## src/rtl/fft_frame_sequencer.sv

```systemverilog
// fft_frame_sequencer: valid/ready front end for an 8-point FFT core.
// Gathers 8 samples, loads and runs the core, then streams out 8 bins.
//
// Ports:
//   CLK, RST                   clock, async active-high reset
//   s_valid/s_ready/s_real/s_imag   sample input stream
//   fft_write, fft_start       load strobe and compute enable to the core
//   fft_in_real/fft_in_imag    packed frame to the core, slot k at [k*DW +: DW]
//   fft_ready                  core results valid
//   fft_out_real/fft_out_imag  packed core results, bin k at [k*DW +: DW]
//   m_valid/m_ready/m_real/m_imag/m_index/m_last   bin output stream
//   busy, err, frame_cnt       status: activity, sticky timeout, frames done
//
// Build option: define FFT_SEQ_PINGPONG_EN for two input frame buffers,
// letting the next frame fill while the current one is processed.
module fft_frame_sequencer #(
    parameter int DW          = 16,
    parameter int FFT_LATENCY = 2,
    parameter int TIMEOUT     = 32
) (
    input  logic            CLK,
    input  logic            RST,
    input  logic            s_valid,
    output logic            s_ready,
    input  logic [DW-1:0]   s_real,
    input  logic [DW-1:0]   s_imag,
    output logic            fft_write,
    output logic            fft_start,
    output logic [8*DW-1:0] fft_in_real,
    output logic [8*DW-1:0] fft_in_imag,
    input  logic            fft_ready,
    input  logic [8*DW-1:0] fft_out_real,
    input  logic [8*DW-1:0] fft_out_imag,
    output logic            m_valid,
    input  logic            m_ready,
    output logic [DW-1:0]   m_real,
    output logic [DW-1:0]   m_imag,
    output logic [2:0]      m_index,
    output logic            m_last,
    output logic            busy,
    output logic            err,
    output logic [15:0]     frame_cnt
);

    localparam int LW = (FFT_LATENCY > 2) ? $clog2(FFT_LATENCY) : 1;
    localparam int TW = $clog2(TIMEOUT + 1);

    typedef enum logic [2:0] {
        S_FILL,
        S_LOAD,
        S_RUN,
        S_CAPTURE,
        S_DRAIN
    } state_t;

    state_t          r_state;
    logic [2:0]      r_in_cnt;
    logic [2:0]      r_out_cnt;
    logic [LW-1:0]   r_lat_cnt;
    logic [TW-1:0]   r_wait_cnt;
    logic [DW-1:0]   r_res_re [8];
    logic [DW-1:0]   r_res_im [8];
    logic            r_err;
    logic [15:0]     r_frame_cnt;

    logic            w_s_fire;
    logic            w_m_fire;
    logic            w_lat_done;

`ifdef FFT_SEQ_PINGPONG_EN
    logic [8*DW-1:0] r_buf_re [2];
    logic [8*DW-1:0] r_buf_im [2];
    logic            r_wr_sel;
    logic            r_rd_sel;
    logic [1:0]      r_full;

    // Input side only stalls when the buffer it would fill is still owned
    // by the processing side, i.e. both buffers hold unprocessed frames.
    assign s_ready     = ~RST & ~r_full[r_wr_sel];
    assign fft_in_real = r_buf_re[r_rd_sel];
    assign fft_in_imag = r_buf_im[r_rd_sel];
`else
    logic [8*DW-1:0] r_buf_re;
    logic [8*DW-1:0] r_buf_im;

    assign s_ready     = ~RST & (r_state == S_FILL);
    assign fft_in_real = r_buf_re;
    assign fft_in_imag = r_buf_im;
`endif

    assign w_s_fire   = s_valid & s_ready;
    assign w_m_fire   = m_valid & m_ready;
    assign w_lat_done = (r_lat_cnt == LW'(FFT_LATENCY - 1));

    assign fft_write  = (r_state == S_LOAD);
    assign fft_start  = (r_state == S_RUN);
    assign m_valid    = (r_state == S_DRAIN);
    assign m_real     = r_res_re[r_out_cnt];
    assign m_imag     = r_res_im[r_out_cnt];
    assign m_index    = r_out_cnt;
    assign m_last     = (r_state == S_DRAIN) && (r_out_cnt == 3'd7);
    assign busy       = (r_state != S_FILL) || (r_in_cnt != 3'd0);
    assign err        = r_err;
    assign frame_cnt  = r_frame_cnt;

    always_ff @(posedge CLK or posedge RST) begin
        if (RST) begin
            r_state     <= S_FILL;
            r_in_cnt    <= '0;
            r_out_cnt   <= '0;
            r_lat_cnt   <= '0;
            r_wait_cnt  <= '0;
            r_err       <= 1'b0;
            r_frame_cnt <= '0;
            for (int k = 0; k < 8; k++) begin
                r_res_re[k] <= '0;
                r_res_im[k] <= '0;
            end
`ifdef FFT_SEQ_PINGPONG_EN
            r_buf_re[0] <= '0;
            r_buf_re[1] <= '0;
            r_buf_im[0] <= '0;
            r_buf_im[1] <= '0;
            r_wr_sel    <= 1'b0;
            r_rd_sel    <= 1'b0;
            r_full      <= '0;
`else
            r_buf_re    <= '0;
            r_buf_im    <= '0;
`endif
        end else begin
`ifdef FFT_SEQ_PINGPONG_EN
            // Fill side runs independently of the processing FSM.
            if (w_s_fire) begin
                r_buf_re[r_wr_sel][int'(r_in_cnt)*DW +: DW] <= s_real;
                r_buf_im[r_wr_sel][int'(r_in_cnt)*DW +: DW] <= s_imag;
                r_in_cnt <= r_in_cnt + 3'd1;
                if (r_in_cnt == 3'd7) begin
                    r_full[r_wr_sel] <= 1'b1;
                    r_wr_sel         <= ~r_wr_sel;
                end
            end
`endif
            unique case (r_state)
                S_FILL: begin
`ifdef FFT_SEQ_PINGPONG_EN
                    if (r_full[r_rd_sel]) begin
                        r_state <= S_LOAD;
                    end
`else
                    if (w_s_fire) begin
                        r_buf_re[int'(r_in_cnt)*DW +: DW] <= s_real;
                        r_buf_im[int'(r_in_cnt)*DW +: DW] <= s_imag;
                        r_in_cnt <= r_in_cnt + 3'd1;
                        if (r_in_cnt == 3'd7) begin
                            r_state <= S_LOAD;
                        end
                    end
`endif
                end
                S_LOAD: begin
                    r_lat_cnt  <= '0;
                    r_wait_cnt <= '0;
                    r_state    <= S_RUN;
                end
                S_RUN: begin
                    // Latency phase first, then the bounded wait for ready.
                    if (!w_lat_done) begin
                        r_lat_cnt <= r_lat_cnt + LW'(1);
                    end else if (fft_ready) begin
                        r_state <= S_CAPTURE;
                    end else if (r_wait_cnt == TW'(TIMEOUT)) begin
                        r_err   <= 1'b1;
                        r_state <= S_FILL;
`ifdef FFT_SEQ_PINGPONG_EN
                        r_full[r_rd_sel] <= 1'b0;
                        r_rd_sel         <= ~r_rd_sel;
`endif
                    end else begin
                        r_wait_cnt <= r_wait_cnt + TW'(1);
                    end
                end
                S_CAPTURE: begin
                    for (int k = 0; k < 8; k++) begin
                        r_res_re[k] <= fft_out_real[k*DW +: DW];
                        r_res_im[k] <= fft_out_imag[k*DW +: DW];
                    end
                    r_out_cnt <= '0;
                    r_state   <= S_DRAIN;
`ifdef FFT_SEQ_PINGPONG_EN
                    // Results are held locally now, so the input buffer
                    // can be handed back to the fill side.
                    r_full[r_rd_sel] <= 1'b0;
                    r_rd_sel         <= ~r_rd_sel;
`endif
                end
                S_DRAIN: begin
                    if (w_m_fire) begin
                        r_out_cnt <= r_out_cnt + 3'd1;
                        if (r_out_cnt == 3'd7) begin
                            r_frame_cnt <= r_frame_cnt + 16'd1;
`ifdef FFT_SEQ_PINGPONG_EN
                            r_state <= r_full[r_rd_sel] ? S_LOAD : S_FILL;
`else
                            r_state <= S_FILL;
`endif
                        end
                    end
                end
                default: r_state <= S_FILL;
            endcase
        end
    end

endmodule

```

## config.mk

```make
export PLATFORM = sky130hd
export DESIGN_NAME = fft_frame_sequencer
export DESIGN_NICKNAME = d
export VERILOG_FILES = /design/src/rtl/fft_frame_sequencer.sv
export SDC_FILE = /design/constraint.sdc
export NUM_CORES = 1
export LEC_CHECK = 0
export ABC_AREA = 1
export BUFFER_PORTS_ARGS = -buffer_cell sky130_fd_sc_hd__buf_4
export CORE_AREA = 8 8 244 246
export DETAILED_ROUTE_END_ITERATION = 8
export DIE_AREA = 0 0 252 254
export GPL_TIMING_DRIVEN = 0
export PLACE_DENSITY_LB_ADDON = 0.25
export RECOVER_POWER = 100
export SETUP_SLACK_MARGIN = 0.02
export SLEW_MARGIN = 20
export SYNTH_ARGS = -nofsm -noshare
export SYNTH_HDL_FRONTEND = slang
export SYNTH_SLANG_ARGS = --single-unit
```

## constraint.sdc

```tcl
create_clock -name CLK -period 35.5 [get_ports CLK]
set_input_delay 1.775 -clock CLK [delete_from_list [all_inputs] [get_ports CLK]]
set_output_delay 1.775 -clock CLK [all_outputs]
set_load 0.05 [all_outputs]
```

Word-level counts from Yosys, hierarchy flattened
Index checks and enable logic that the tools add are counted.

Bits in registers: 545. Input port bits: 293. Word-level logic and storage cells: 93.

$add $sub $neg: 6. $lt $le $gt $ge: 1. Equal/unequal tests: 15. Shift operators: 3. Mux-type cells: 24. Bitwise gates (word level): 6. Reduce and logical (&&, ||, !) cells: 13.

Operator list (count): 128-bit bitwise mux (2); 16-bit by 33-bit indexed part select with 128-bit output (2); 16-bit by 33-bit variable shift with 128-bit output (first input constant) (1); 16-bit binary-select mux with 3-bit select (2); 16-bit 2-to-1 mux (4); 7-bit negator with 33-bit output (1); 3-bit 2-to-1 mux (8); 6-bit 2-to-1 mux (3); 16-bit by 1-bit adder with 16-bit output (second input constant) (1); 3-bit one-hot mux with 5 select lines (1); 6-bit one-hot mux with 2 select lines (1); 3-bit == test (second input constant) (3); 2-bit by 1-bit inequality test with 1-bit output (second input constant) (4); 4-bit AND reduction (2); 3-bit by 1-bit adder with 3-bit output (second input constant) (2); 6-bit by 1-bit adder with 6-bit output (second input constant) (1); 3-bit by 2-bit == test with 1-bit output (second input constant) (2); 6-bit == test (second input constant) (1); 2-bit inequality test (second input constant) (3); 3-bit one-hot mux with 2 select lines (1); 6-bit AND reduction (1); 3-bit nonzero test (2); 4-bit >= comparator (second input constant) (1); 3-bit NOT with 4-bit output (1); 13 further kinds (18).

Longest topological paths before layout
Gate-level depths: netlist of run 1.

Word-level depth: 5. Depth in mapped cells: 12. Gate-level depth less buffers: 10.

Worst setup path after synthesis of run 1
Ideal clock, no wire load.

Path kind: input port to output port. Start: input RST. End: output s_ready. Arrival: 2.078 ns. Slack: 31.647 ns. Stages on the path: 1. Path buffers: 0. Cells stage by stage: nor2_4.

Longest elaborated chain between the ends: 2.

RTL lines: start: declaration (RTL line 22) `input logic RST,`; 1-bit NOT (RTL line 86) `assign s_ready = ~RST & (r_state == S_FILL);`; 1-bit AND (RTL line 86); end: declaration (RTL line 24) `output logic s_ready,`.

Every way passes these cells.

==> impl_results.md, run 1 <==
* Rel. slew slack at -2.90
* Routed WL at 104000 um
* RSZ-0062 raised after global routing: no
* CTS tree: built
* Largest net degree at the start of global routing at 113
* Post-layout minimum cycle time at 15610 ps
* Number of cells after detailed placement at 4066
* CTS max path bufs at 3
* CP required at 34950 ps
* WP buf/inv at 5
* DRC violation count after routing at 0
* Sink Count at 545
* Asr flop ratio synth at 1.00
* HPWL Detailed at 82700 um
* TNS Setup at 0 ps
* Syn Inst Count at 2699
* Drt via density at 5.48
* Worst Setup Start Kind: input port
* TritonCTS Buffers at 59
* VDD IR max at 67.3 uV
* Vias in the first global route at 23300
* Critical-path top delay cell: clkbuf_1
* Root buf cell: clkbuf_16
* Fin nets at 3676
* Least-Margin Pin Slew at 5850 ps
* Share of post-route cells with drive strength above 1 at 0.191
* Worst setup EP type: asynchronous set/reset pin
* Register area share after synthesis at 0.549
* Worst path top cell family by delay: buffers and inverters
* Static Leak at 14.7 nW
* Worst-Skew Late Latency at 620 ps
* Synth Register Bits at 545
* Fin cells at 4185
* HP Class: flip-flop to flip-flop
* Top-Level Pins at 607
* Commonest non-fill, non-tap cell in the layout: nand2_1
* Gr usage total at 0.315
* Post-CTS Hold Buffers at 0
* Initial antenna violation count at 11
* Starting Density at 0.446
* Cell mode on critical path: clkbuf_1
* CP cell instances: clkbuf_1, clkinvlp_2, clkbuf_1, clkbuf_1, clkbuf_1
* Clk slew on worst S/H paths at 70 ps
* Via count at 22900
* Syn_nets at 3004
* Syn_area_per_cell at 9.20 sq um
* Final Skew at 16.6 ps
* First-pass GRT wire length at 153000 um
* Netlist cell types at 34
* Hold Slack at 469 ps
* Routed Antenna Nets at 0
* # rows at 87
* CTS-repair resized insts at 0
* Top_reg_cell synth: dfrtp_1
* Max frequency at 64.1 MHz
* Core area at 0.0557 sq mm
* CP peak stage delay at 3940 ps
* Mapped cell area at 0.0248 sq mm
* DR iter-0 viols at 1896
* Yosys warnings at 0
* Critical Path AT at 15060 ps
* GRT overflow at 0
* GPL Wtd Cong at 0.958
* Max Cap Viol at 6
* Final worst path period share at 0.440
* Die height at 254 um
* Fin. Hold Viols at 0
* Routed WL per cell at 24.8 um
* Htree depth at 2
* PD cells at 99.8 mW/mm^2
* Status: complete, but fails checks
* Most frequent cells in the layout: nand2_1 (584), dfrtp_1 (545), clkbuf_1 (487)
* CP Max Fanout at 103
* DR pass1 iterations at 5
* Port bufs at 606
* Final setup vio count at 0
* Die Area at 0.0640 sq mm
* Area Growth Syn to Fin at 25.1%
* EDFF count, synth at 0
* Chip Width at 252 um
* CP Class: input port to asynchronous set/reset pin
* Setup Buffers After CTS at 0
* Pins Over Slew Limit at 556
* Violated checks: max-capacitance violations, max-slew violations
-- metal layers --
| metal | track usage | routed length (um) | up-vias |
|---|---|---|---|
| met5 | 0 | 48 | - |
| met4 | 0.109 | 3690 | 6 |
| met3 | 0.0875 | 9340 | 218 |
| met2 | 0.538 | 50800 | 1022 |
| met1 | 0.381 | 39800 | 11400 |
| li1 | - | - | 10300 |
-- path summary, 6_finish.rpt --
| kind | start | to | slack [ps] | cells after the start |
|---|---|---|---|---|
| worst min register to register | fft_in_real[13] | fft_in_real[13] | 470 | 2 |
| max in group CLK | m_index[0] | m_imag[13] | 30100 | 8 |
| worst max register to register | r_in_cnt[0] | fft_in_imag[31] | 30550 | 12 |
| min in group asynchronous | RST | fft_in_real[47] | 2320 | 2 |
| worst min-delay path | fft_in_real[13] | fft_in_real[13] | 470 | 2 |
| worst max-delay path | RST | r_res_im[68] | 19890 | 5 |
-- cell usage after synthesis, types with 3 or more instances --
master / n / share of area
dfrtp_1: 545 / 0.55
buf_2: 77 / 0.016
mux2_2: 218 / 0.099
o21ai_1: 55 / 0.011
buf_6: 3 / 0.0014
nor2_4: 7 / 0.0032
nand2_1: 584 / 0.088
nand3_2: 3 / 0.0012
buf_4: 8 / 0.0024
xor2_1: 7 / 0.0025
nand3_1: 180 / 0.036
o21ai_0: 316 / 0.064
clkbuf_1: 97 / 0.015
nand4_1: 4 / 0.0010
inv_2: 6 / 0.00091
xnor2_1: 5 / 0.0018
inv_1: 105 / 0.016
a21oi_1: 77 / 0.016
ha_1: 12 / 0.0060
nor2_1: 246 / 0.037
nor4_1: 31 / 0.0078
nor3_1: 88 / 0.018
buf_1: 10 / 0.0015
-- report_power, final --
part	switching, mW	leakage (nW)	internal, mW	total [mW]
sequential	0.140	6.91	0.865	1.00
clock	0.261	1.00	0.385	0.646
combinational	1.10	6.82	0.354	1.45
-- metrics by stage --
stage,worst slack (ps),total power [mW],cell area (sq um),utilization
detailed placement,31290,2.56,30500,0.547
finish,19890,3.10,31100,0.557
floorplan,18490,2.00,24800,-
global placement,12610,2.54,30300,0.544
CTS,30610,3.22,32500,0.583
global route,16910,3.25,31100,0.557
-- logic make-up (layout without fill, tap and decap cells) --
| kind of cell | Yosys count | after routing | synth area share |
|---|---|---|---|
| AND/OR/NAND/NOR | 1152 | 1152 | 0.197 |
| flip-flops | 545 | 545 | 0.549 |
| AO/OA/AOI/OAI | 452 | 452 | 0.0916 |
| buffers and inverters | 308 | 1030 | 0.0528 |
| multiplexers | 218 | 218 | 0.0989 |
| adder cells (fa/ha/maj) | 12 | 12 | 0.00605 |
| XOR/XNOR | 12 | 12 | 0.00423 |
| other | 0 | 8 | 0 |
-- final cells by class --
class	instances	area, sq um
Tap cell	756	946
Fill cell	5337	24700
Buffer	195	788
Sequential cell	545	13600
Inverter	113	427
Antenna cell	8	20.0
Multi-Input combinational cell	1846	9810
Timing Repair Buffer	611	3400
Clock buffer	87	1750
Clock inverter	24	284
-- worst reg2reg max path: cells and delay by family (launching register included) --
| kind | cells | cell delay, ps |
|---|---|---|
| flops | 1 | 400 |
| buf+inv | 6 | 2520 |
| fa+ha+maj | 2 | 820 |
| simple gates | 4 | 1100 |
-- registers in the layout (all words and copies together) (netlist names) --
register and flops:
m_index 3, r_state 3, r_lat_cnt 1, r_res_re 128
r_wait_cnt 6, r_in_cnt 3, err 1, fft_in_imag 128
fft_in_real 128, r_res_im 128, frame_cnt 16
Note: power is estimated with default switching activity, not from simulation.
==> run 2: changes to the inputs <==
==> constraint.sdc (replaced) <==
create_clock -name CLK -period 15.3 [get_ports CLK]
set_input_delay 0.765 -clock CLK [delete_from_list [all_inputs] [get_ports CLK]]
set_output_delay 0.765 -clock CLK [all_outputs]
set_load 0.05 [all_outputs]
==> run 2 against run 1 <==
Clock power grew 130%. Die area is the same. Combinational power grew 130%. Wire length grew 1.8%. Count of clock-buffer cells in the layout shrank 8. Clock skew grew 8.6 ps. Hold slack lost 210 ps. Via count grew 0.18%. The flow still finishes with violations (max-capacitance violations, max-slew violations). Largest cell class unchanged. Worst setup slack lost 10000 ps.
==> impl_results.md, run 2 (synthesis gave the netlist of run 1 again) <==
* DR pass1 iterations at 6
* Die height at 254 um
* Htree depth at 2
* P_int at 3.69 mW
* Commonest non-fill, non-tap cell in the layout: nand2_1
* Clock share of power at 0.206
* CP cell instances: clkbuf_1, clkinvlp_2, clkbuf_1, clkbuf_1, clkbuf_1, clkbuf_1
* Pwr Total at 7.18 mW
* Sink Count at 545
* RSZ-0062 raised after global routing: no
* DR iter-0 viols at 2077
* # rows at 87
* Routed WL per cell at 25.1 um
* Static Leak at 14.7 nW
* Violated checks: max-capacitance violations, max-slew violations
* TNS Setup at 0 ps
* Final setup vio count at 0
* Routed WL at 105000 um
* Max Cap Viol at 12
* Vias in the first global route at 23300
* Fill count at 5283
* CP required at 15790 ps
* Logic pwr share at 0.471
* Cell mode on critical path: clkbuf_1
* PD cells at 231 mW/mm^2
* CTS max path bufs at 3
* Worst Setup Start Kind: input port
* Core area at 0.0557 sq mm
* Starting Density at 0.446
* Most frequent cells in the layout: nand2_1 (584), dfrtp_1 (545), clkbuf_1 (494)
* Routed Antenna Nets at 0
* Rel. slew slack at -0.327
* Area Growth Syn to Fin at 25.2%
* Die Area at 0.0640 sq mm
* CTS tree: built
* Sw Pwr at 3.49 mW
* HPWL Detailed at 84300 um
* Port bufs at 606
* Fin nets at 3690
* Setup Buffers After CTS at 0
* Post-CTS Hold Buffers at 0
* Initial antenna violation count at 18
* First-pass GRT wire length at 154000 um
* Root buf cell: clkbuf_16
* Max frequency at 180 MHz
* Final Skew at 25.1 ps
* Final worst path period share at 0.364
* Status: complete, but fails checks
* FF-to-FF path depth at 12
* GPL Wtd Cong at 0.943
* RR Endpoint: fft_in_imag[31]
* CP Max Fanout at 30
* Largest net degree at the start of global routing at 37
* Fin. Hold Viols at 0
* Via count at 23000
* R2R setup slack at 10340 ps
* Gr usage total at 0.320
* Sequential share of power at 0.323
* VDD IR max at 186 uV
* Critical Path AT at 6060 ps
* GRT overflow at 0
* Reg2Reg Launch Point: r_in_cnt[0]
* CTS-repair resized insts at 0
* CP Class: input port to asynchronous set/reset pin
* Worst setup EP type: asynchronous set/reset pin
* Net Sw Frac at 0.486
* Critical-path top delay cell: clkbuf_1
* CP peak stage delay at 1310 ps
* Chip Width at 252 um
* Top-Level Pins at 607
* Share of post-route cells with drive strength above 1 at 0.190
* Clk slew on worst S/H paths at 60 ps
* Drt via density at 5.47
* Worst-Skew Late Latency at 630 ps
* Post-layout minimum cycle time at 5560 ps
* HP Class: input port to asynchronous set/reset pin
* Least-Margin Pin Slew at 1990 ps
* DRC violation count after routing at 0
* TritonCTS Buffers at 59
* Pins Over Slew Limit at 399
[run 2: changes by cell type in the layout (fill, tap and decap cells not counted), sizes merged]
cell,previous run,this run
clkinv,14,13
clkinvlp,6,11
bufinv,6,5
buf,331,332
diode,8,13
clkbuf,562,567
inv,111,110
[run 2: layer usage]
| layer | part of all wire | GRT usage |
|---|---|---|
| met1 | 0.38 | 0.384 |
| met2 | 0.49 | 0.539 |
| met3 | 0.095 | 0.0947 |
| met4 | 0.038 | 0.127 |
| met5 | 0.00064 | 0 |
[run 2: area by class of cell]
cell class                 instances  area [sq um]  area share
buffer                           195           790      0.0254
antenna                           13          32.5     0.00105
multi-input combinational       1846          9820       0.316
sequential                       545         13600       0.439
tap                              756           946      0.0304
clock inverter                    26           278     0.00894
timing repair buffer             625          3450       0.111
clock buffer                      79          1710      0.0551
inverter                         113           427      0.0137
[run 2: power by group through the flow]
stage	clock, mW	combinational [mW]	sequential, mW
final	1.48	3.38	2.32
after global routing	1.55	3.60	2.37
after CTS	1.49	3.64	2.31
after detailed placement	0	3.63	2.33
after global placement	0	3.57	2.32
after floorplan	0	1.68	2.96
[run 2: through the flow]
| stage | util | cells | setup slack, ps | hold slack [ps] | instance area [sq um] |
|---|---|---|---|---|---|
| global route | 0.558 | 4197 | 8730 | 317 | 31100 |
| finish | 0.558 | 4198 | 9740 | 261 | 31100 |
| floorplan | - | 2699 | 7120 | 474 | 24800 |
| global placement | 0.544 | 4061 | 3940 | 457 | 30300 |
| detailed placement | 0.551 | 4080 | 12080 | 461 | 30700 |
| CTS | 0.587 | 4185 | 11400 | 136 | 32700 |
[run 2: worst max-delay path: cells and delay by family]
kind / cells / cell delay (ps)
buffers and inverters: 6 / 5240
[run 2: worst max path at each step]
stage / slack [ps] / to / from / cells after the start
2_1_floorplan: 7120 / err / RST / 1
3_3_place_gp: 3940 / r_res_im[89] / RST / 2
3_5_place_dp: 12080 / m_imag[5] / m_index[0] / 8
4_1_cts: 11400 / m_imag[5] / m_index[0] / 8
5_1_grt: 8730 / r_res_im[89] / RST / 6
6_report: 9740 / r_res_im[89] / RST / 6
